File: config.mk
export PLATFORM = sky130hd
export DESIGN_NAME = ex_mem_stage
export DESIGN_NICKNAME = d
export VERILOG_FILES = /design/src/rtl/ex_mem_stage.sv
export SDC_FILE = /design/constraint.sdc
export NUM_CORES = 1
export LEC_CHECK = 0
export CAP_MARGIN = 20
export CORE_MARGIN = 2
export CORE_UTILIZATION = 41
export CTS_CLUSTER_SIZE = 20
export DETAILED_ROUTE_END_ITERATION = 12
export PLACE_DENSITY = 0.86
export SLEW_MARGIN = 10
export SYNTH_ARGS = -nofsm -noshare
export SYNTH_HDL_FRONTEND = slang
export SYNTH_SLANG_ARGS = --single-unit
File: constraint.sdc
create_clock -name clk -period 3.4 [get_ports clk]
set_clock_uncertainty 0.05 [all_clocks]
set_input_delay 0.68 -clock clk [delete_from_list [all_inputs] [get_ports clk]]
set_output_delay 0.68 -clock clk [all_outputs]
set_load 0.02 [all_outputs]
File: src/rtl/ex_mem_stage.sv
// EX/MEM pipeline register: one entry with an overflow-exception hold state.
// Optional overflow event counter is built only when OVF_COUNT_EN is defined.
module ex_mem_stage (
  input  logic        clk,
  input  logic        rst,
  // Handshake: a transfer happens on a rising edge where valid and ready are
  // both 1; valid never waits on ready, and ready may depend on the consumer.
  input  logic        in_valid,
  output logic        in_ready,
  input  logic [31:0] aluRslt,
  input  logic [15:0] aluRsltR15,
  input  logic        ovExcep,
  input  logic        aluCtrl,
  input  logic [3:0]  aluDecr,
  input  logic [3:0]  destReg,
  input  logic        regWrite,
  input  logic        memRead,
  input  logic        memWrite,
  input  logic [15:0] storeData,
  input  logic [15:0] pcIn,
  input  logic        flush,
  output logic        out_valid,
  input  logic        out_ready,
  output logic [15:0] result,
  output logic [15:0] r15Data,
  output logic        r15Write,
  output logic [3:0]  destRegOut,
  output logic        regWriteOut,
  output logic        memReadOut,
  output logic        memWriteOut,
  output logic [15:0] storeDataOut,
  output logic        excReq,
  input  logic        excAck,
  output logic [15:0] epc,
  output logic [7:0]  ovfCount,
  output logic [1:0]  dbg_state
);

  typedef enum logic [1:0] {
    EMPTY = 2'd0,
    FULL  = 2'd1,
    EXC   = 2'd2
  } state_t;

  state_t state;
  logic   accept;
  logic   load;
  logic   take_exc;
  logic   hold;
  logic   is_mul_div;
  logic   is_rem;

  assign in_ready  = (state == EMPTY) | ((state == FULL) & out_ready);
  assign accept    = in_valid & in_ready & ~flush;
  assign load      = accept & ~ovExcep;
  assign take_exc  = accept & ovExcep;
  assign hold      = (state == FULL) & ~out_ready & ~flush;
  assign out_valid = (state == FULL);
  assign excReq    = (state == EXC);
  assign dbg_state = state;

  assign is_mul_div = ~aluCtrl & ((aluDecr == 4'b0100) | (aluDecr == 4'b0101));
  assign is_rem     = ~aluCtrl & (aluDecr == 4'b0101);

  always_ff @(posedge clk) begin
    if (rst) begin
      state        <= EMPTY;
      result       <= '0;
      r15Data      <= '0;
      r15Write     <= 1'b0;
      destRegOut   <= '0;
      regWriteOut  <= 1'b0;
      memReadOut   <= 1'b0;
      memWriteOut  <= 1'b0;
      storeDataOut <= '0;
      epc          <= '0;
    end else begin
      case (state)
        EMPTY, FULL: begin
          if (load)          state <= FULL;
          else if (take_exc) state <= EXC;
          else if (!hold)    state <= EMPTY;
        end
        EXC: begin
          if (excAck) state <= EMPTY;
        end
        default: state <= EMPTY;
      endcase

      if (load) begin
        result       <= is_rem ? aluRslt[31:16] : aluRslt[15:0];
        r15Data      <= is_mul_div ? aluRsltR15 : 16'h0000;
        r15Write     <= is_mul_div;
        destRegOut   <= destReg;
        regWriteOut  <= regWrite;
        memReadOut   <= memRead;
        memWriteOut  <= memWrite;
        storeDataOut <= storeData;
      end else if (!hold) begin
        // Side-effect enables must never be visible without a valid entry.
        r15Write    <= 1'b0;
        regWriteOut <= 1'b0;
        memReadOut  <= 1'b0;
        memWriteOut <= 1'b0;
      end

      if (take_exc) epc <= pcIn;
    end
  end

`ifdef OVF_COUNT_EN
  logic [7:0] ovf_cnt;

  always_ff @(posedge clk) begin
    if (rst)                             ovf_cnt <= '0;
    else if (take_exc && ovf_cnt != 8'hFF) ovf_cnt <= ovf_cnt + 8'd1;
  end

  assign ovfCount = ovf_cnt;
`else
  assign ovfCount = '0;
`endif

endmodule

* Word level (Yosys, flattened, before mapping)
Cells that the tools add are included.
Word-level totals: register bits after elaboration 74, input port bits 99, output and inout bits 85, logic and storage cells 47
Operators by class: eq/ne operators 7, muxes and demuxes 12, bitwise operators 15, reduce and logical (&&, ||, !) cells 3
Operator list (count):
- $mux 16 | 2
- $and 1x1->1 | 9
- $eq 4x3->1 const B | 2
- $mux 2 | 4
- $mux 1 | 5
- $ne 4x4->1 const B | 1
- $not 1->1 | 4
- $pmux 2 s2 | 1
- $eq 2x1->1 const B | 1
- $eq 2x2->1 const B | 1
- $logic_not 2->1 | 1
- $ne 2x1->1 const B | 1
- $ne 2x2->1 const B | 1
- $or 1x1->1 | 2
- $reduce_and 2->1 | 1
- $reduce_or 2->1 | 1

* Longest topological paths before layout
Gate-level depths: netlist of the first run.
depth after elaboration 9, depth in mapped cells 5, gate-level depth less buffers 3

* Worst setup path after synthesis of the first run
OpenSTA, ideal clock, no wires.
path kind input -> output, from input port out_ready, to output port in_ready, arrival 1.415 ns, required time 2.670 ns, setup slack 1.255 ns, cell stages on the path 4, buffers on the path 2, path through nor2b_1 > buf_2 > clkbuf_1 > nor2_1
Between the ends: word-level cells in the longest chain between the ends 2
RTL lines:
- start: declaration | line 23 | input logic out_ready,
- $and 1x1->1 | line 53 | assign in_ready = (state == EMPTY) | ((state == FULL) & out_ready);
- $or 1x1->1 | line 53
- end: declaration | line 9 | output logic in_ready,
Every way passes these cells.

* Worst setup path after layout of the first run
Same ends and word-level chain as after synthesis.

==> results of run 1 <==
==> sequential cells by signal (all words and copies together) (netlist names) <==
register and flops:
regWriteOut 1, dbg_state 2, r15Data 16, destRegOut 4, storeDataOut 16, memReadOut 1, r15Write 1, memWriteOut 1
epc 16, result 16
==> cell type report <==
cell class	instances	area [µm²]	area share
Timing Repair Buffer	185	1830	0.357
Sequential cell	74	1480	0.289
Multi-Input combinational cell	253	1450	0.282
Clock buffer	12	165	0.0322
Tap cell	99	124	0.0241
Clock inverter	4	72.6	0.0141
Inverter	2	7.51	0.00146
==> worst min path at each step <==
stage,startpoint,to,slack (ps),cells after the start
3_5_place_dp,epc[15]$_SDFFE_PP0P_,epc[15]$_SDFFE_PP0P_,420,2
5_1_grt,storeDataOut[9]$_SDFFE_PP0P_,storeDataOut[9]$_SDFFE_PP0P_,440,2
3_3_place_gp,epc[9]$_SDFFE_PP0P_,epc[9]$_SDFFE_PP0P_,410,2
2_1_floorplan,epc[0]$_SDFFE_PP0P_,epc[0]$_SDFFE_PP0P_,500,2
6_report,storeDataOut[9]$_SDFFE_PP0P_,storeDataOut[9]$_SDFFE_PP0P_,420,2
4_1_cts,epc[5]$_SDFFE_PP0P_,epc[5]$_SDFFE_PP0P_,430,2
==> metal layers <==
layer  vias up  part of all wire  wire length (µm)
met4         0             0.021               220
li1       1671                 -                 -
met2       160              0.48              5030
met1      1624              0.43              4420
met5         -                 0                 0
met3        18             0.068               704
==> synthesized netlist by cell type (2+ instances only) <==
master    number
o21ai_1       31
o21ai_0       37
a311oi_1      16
nor2b_1        3
buf_2         10
nor2_1         7
inv_1          2
nand3_1       52
clkbuf_1      27
dfxtp_1       74
a32oi_1        4
buf_6          4
buf_4         10
nand4_1       16
a21oi_1       69
==> power by group through the flow <==
stage	registers, mW	logic, mW	clock network [mW]
4_1_cts	0.907	0.330	0.800
3_3_place_gp	0.926	0.323	0
2_1_floorplan	0.957	0.110	0
5_1_grt	0.911	0.352	0.842
6_report	0.907	0.330	0.787
3_5_place_dp	0.927	0.328	0
==> kinds of logic after synthesis <==
kind of cell / count (synthesis)
AND/OR/NAND/NOR: 87
AO/OA/AOI/OAI: 158
other: 1
flip-flops: 74
buffers and inverters: 53
==> worst reg2reg max path, stage by stage (launching register included) <==
cell and delay, ps:
dfxtp_1 420, or4b_1 910, buf_4 360, o21ai_1 150
a21oi_1 80
==> stage by stage <==
| step | hold slack [ps] | area, µm² | setup WS [ps] | utilization | power [mW] |
|---|---|---|---|---|---|
| after global routing | 444 | 5130 | 624 | 0.696 | 2.10 |
| after floorplan | 504 | 3180 | 1250 | - | 1.07 |
| after detailed placement | 416 | 4890 | 498 | 0.664 | 1.26 |
| final | 425 | 5130 | 663 | 0.696 | 2.02 |
| after global placement | 410 | 4890 | 604 | 0.664 | 1.25 |
| after CTS | 426 | 5130 | 643 | 0.696 | 2.04 |
==> reports/results.ini, run 1 <==
[setup_path]
required_ps = 2670
reg2reg_setup_slack_ps = 1310
crit_path_frequent_cell = clkdlybuf4s50_1
cp_max_fo = 3
slowest_delay_ps = 640
path_cells = clkdlybuf4s50_1 > nor2b_4 > nor2_1 > clkdlybuf4s50_1
r2r-end = r15Data[14]$_SDFFE_PP0P_
path_class = input pin to primary output
crit_start = out_ready
rr_worst_depth = 4
cp.arrival_ps = 2010
cp_slowest_cell = clkdlybuf4s50_1
end_kind = primary output
cp.depth = 4
rr_startpoint = dbg_state[1]$_SDFFE_PP0P_
cp-start-kind = input pin
path_buf_inv = 2
endpoint = in_ready
crit_family = buffers and inverters

[die]
die_w_um = 91.7
fp.dieH_um = 91.7
fp-row-count = 31
io-pin-count = 184
core_um2 = 7370
initial_core_util = 0.428
die-area_um2 = 8420

[logic_synthesis]
synthArstFlopShare = 0
yosys.area.top_type_share = 0.469
synth-edff-count = 0
synthMuxAreaShare = 0
syn_avg_cell_area_um2 = 8.46
syn_inst = 373
ys_warn_count = 0
synth_area_leaders = dfxtp_1, a21oi_1, nand3_1
ys_ff_latch = 74
synth_cell_types = 26
synth_top_family_by_area = compound AO/OA/AOI/OAI gates
synthFlopType = dfxtp_1
synth_compound_area_frac = 0.275
seq_area_frac_synth = 0.469
synth-simple-area-share = 0.166
yosysTopAreaCell = dfxtp_1
synth_fa_ha_area_frac = 0
synthXorXnorAreaFrac = 0
synth_area_um2 = 3160

[drt]
routed_wl_mm = 10.4
via_per_inst = 5.52
drt_first_pass_iters = 4
ant_nets = 0
drt_iter0_markers = 179
dr_total_vias = 3473
wl_per_cell_um = 16.5
drc = 0

[sta]
finalSetupViolCount = 0
hold_viol = 0
slew_headroom = 0.361
finalCritPeriodShare = 0.805
tightest_slew_ps = 946
setup_tns_ps = 0
drv_slew = 0
fmax_ghz = 0.365
rsz0062_at_grt = no
min_period_ps = 2740

[clock_network]
cts_buffer_depth = 2
clkSinkCount = 74
clockRootBuffer = clkbuf_8
htree_levels = 3
cts_setup_buffers = 0
tritoncts = yes
numCtsBuffers = 9
clk_latency_ps = 320
clk_pin_slew_worst_paths_ps = 60
holdBufCountCts = 0
cts_resized = 0

[final_layout]
final_cell_mix = clkdlybuf4s50_1, dfxtp_1, a21oi_1, nand3_1, o21ai_0
num-nets-final = 624
fin_cells = 629
mostFrequentLayoutCell = clkdlybuf4s50_1
fillers = 581
n_antenna_cell = 0
area_delta_synth_final_pct = 62.6
final_layout_size_suffix_gt1_frac = 0.0642

[global_routing]
grt_first_pass_wirelength_mm = 16.8
grt_util_met1 = 0.309
antenna_found_initial = 0
met3_usage = 0.0509
grt_busiest_layer = met2
track_usage = 0.244
use_met2 = 0.406
grt_overflow = 0
grt_pass1_vias = 3410
grt_max_degree = 54

[power]
ir_drop_mv = 0.276
intPower_mw = 1.54
swShare = 0.237
p_leak_nw = 1.69
pwr_density_cell_nw_per_um2 = 394
seq_power_share = 0.448
p_comb_frac = 0.163
switchingPower_uw = 480
pwr-share-clk = 0.389

[placement]
place_inst = 613
port_buffers = 175
gp_congestion = 0.799
dpl.hpwl_mm = 7.08

[flow_run]
drv_cap = 0

[status]
status = complete, no violations

[hold_path]
worstHoldPathType = flip-flop to flip-flop

Note: power is estimated with default switching activity, not from simulation.
==> inputs of run 2 (changes only) <==
- CORE_UTILIZATION: 41 -> 38
- PLACE_DENSITY: 0.86 -> 0.81
- clock period: 3.4 -> 2.65 ns (I/O delays scaled with it)
==> run 2 against run 1 <==
  * Sequential share of layout area shrank 0.26 points
  * Non-clock buffer count grew 5
  * Count of clock-buffer cells in the layout shrank 1
  * Critical endpoint unchanged
  * Largest cell class unchanged
==> reports/results.ini, run 2 (synthesized netlist as in run 1, its figures left out) <==
[sta]
finalCritPeriodShare = 0.950
holdWs_ps = 426  ; +1.08 ps
rsz0062_at_grt = no
fmax_ghz = 0.397
setup_tns_ps = 0  ; unchanged
slew_headroom = 0.539  ; +0.179
hold_viol = 0  ; unchanged
drv_slew = 0  ; unchanged
finalSetupViolCount = 0  ; unchanged
tightest_slew_ps = 691  ; -255 ps
min_period_ps = 2520

[drt]
drt_iter0_markers = 192  ; +7.3%
dr_total_vias = 3500  ; +0.78%
wl_per_cell_um = 16.3  ; -0.87%
drt-met1-wl_mm = 4.36  ; -1.4%
met3_length_um = 929  ; +32%
routed_wl_mm = 10.4  ; +0.70%
ant_nets = 0  ; unchanged
drt_first_pass_iters = 6  ; +2
route.met2.wl_mm = 5.06  ; +0.66%
highest_layer = met4
via_per_inst = 5.48  ; -0.80%
drc = 0  ; unchanged

[die]
fp-row-count = 33  ; +6.5%
die_w_um = 95.1  ; +3.7%
die-area_um2 = 9050  ; +7.5%
initial_core_util = 0.388  ; -0.0403
fp.dieH_um = 95.1  ; +3.7%
io-pin-count = 184  ; unchanged
core_um2 = 8130  ; +10%

[clock_network]
clockRootBuffer = clkbuf_8
cts_resized = 0  ; unchanged
htree_levels = 3  ; unchanged
clk_pin_slew_worst_paths_ps = 70  ; about the same
cts_setup_buffers = 0  ; unchanged
cts_buffer_depth = 2  ; unchanged
clkSinkCount = 74  ; unchanged
tritoncts = yes
clk_latency_ps = 330  ; about the same
holdBufCountCts = 0  ; unchanged
numCtsBuffers = 9  ; unchanged

[final_layout]
mostFrequentLayoutCell = clkdlybuf4s50_1
fin_cells = 639  ; +1.6%
final_layout_size_suffix_gt1_frac = 0.0712  ; +0.00701
register_area_um2 = 1480  ; unchanged
design_area_um2 = 5180  ; +0.90%
num-nets-final = 629  ; +0.80%
n_antenna_cell = 0  ; unchanged
fillers = 675  ; +16%
final_cell_mix = clkdlybuf4s50_1, dfxtp_1, a21oi_1, nand3_1, o21ai_0
multi_input_area_um2 = 1450  ; unchanged
area_delta_synth_final_pct = 64.1

[global_routing]
grt_max_degree = 54  ; unchanged
grt_overflow = 0  ; unchanged
grt_first_pass_wirelength_mm = 15.8  ; -5.8%
track_usage = 0.222  ; -0.0224
antenna_found_initial = 0  ; unchanged
grt_pass1_vias = 3128  ; -8.3%

[setup_path]
cp-start-kind = input pin
end_kind = primary output
cp.arrival_ps = 1940  ; -70 ps
required_ps = 2070  ; -600 ps
reg2reg_setup_slack_ps = 790  ; -520 ps
path_class = input pin to primary output
cp_max_fo = 3  ; unchanged

[placement]
port_buffers = 175  ; unchanged
dpl.hpwl_mm = 7.11  ; +0.49%
place_area_um2 = 4950  ; +1.2%
place_inst = 624  ; +1.8%
gp_congestion = 0.736  ; -7.9%

[power]
finalPower_mw = 2.57  ; +27%
p_leak_nw = 1.70  ; +0.76%
ir_drop_mv = 0.372  ; +35%
pwr_density_cell_nw_per_um2 = 496  ; +26%

[status]
status = complete, no violations

[flow_run]
drv_cap = 0  ; unchanged

[hold_path]
worstHoldPathType = flip-flop to flip-flop

## run 2: per-layer routing
| layer | vias to the layer above | track usage |
|---|---|---|
| met3 | 10 | 0.0688 |
| met1 | 1644 | 0.278 |
| met5 | - | 0 |
| li1 | 1684 | - |
| met2 | 162 | 0.365 |
| met4 | 0 | 0.0676 |
## run 2: power by group
part	internal [mW]	switching (mW)	leakage, nW
Clock	0.577	0.397	0.108
Combinational	0.235	0.195	0.994
Sequential	1.15	0.0193	0.601
## run 2: worst max-delay path, cell delays in order
cell             delay (ps)
clkdlybuf4s50_1         560
nor2b_4                  60
nor2_1                  150
clkdlybuf4s50_1         630
## run 2: layout make-up
cell class,instances,area share
Inverter,2,0.00145
Clock inverter,4,0.0145
Sequential cell,74,0.286
Tap cell,105,0.0254
Multi-Input combinational cell,253,0.280
Timing Repair Buffer,190,0.364
Clock buffer,11,0.0292
## run 2: through the flow
stage               worst slack (ps)   util
detailed placement               108  0.609
global placement                 105  0.609
floorplan                        793      -
global route                    53.9  0.637
CTS                              112  0.637
finish                           132  0.637
## run 2: path summary, 6_finish.rpt
path	start	end	depth (start not counted)
hold / removal	epc[6]$_SDFFE_PP0P_	epc[6]$_SDFFE_PP0P_	2
hold reg to reg	epc[6]$_SDFFE_PP0P_	epc[6]$_SDFFE_PP0P_	2
setup / recovery	out_ready	in_ready	4
setup reg to reg	dbg_state[1]$_SDFFE_PP0P_	storeDataOut[8]$_SDFFE_PP0P_	4
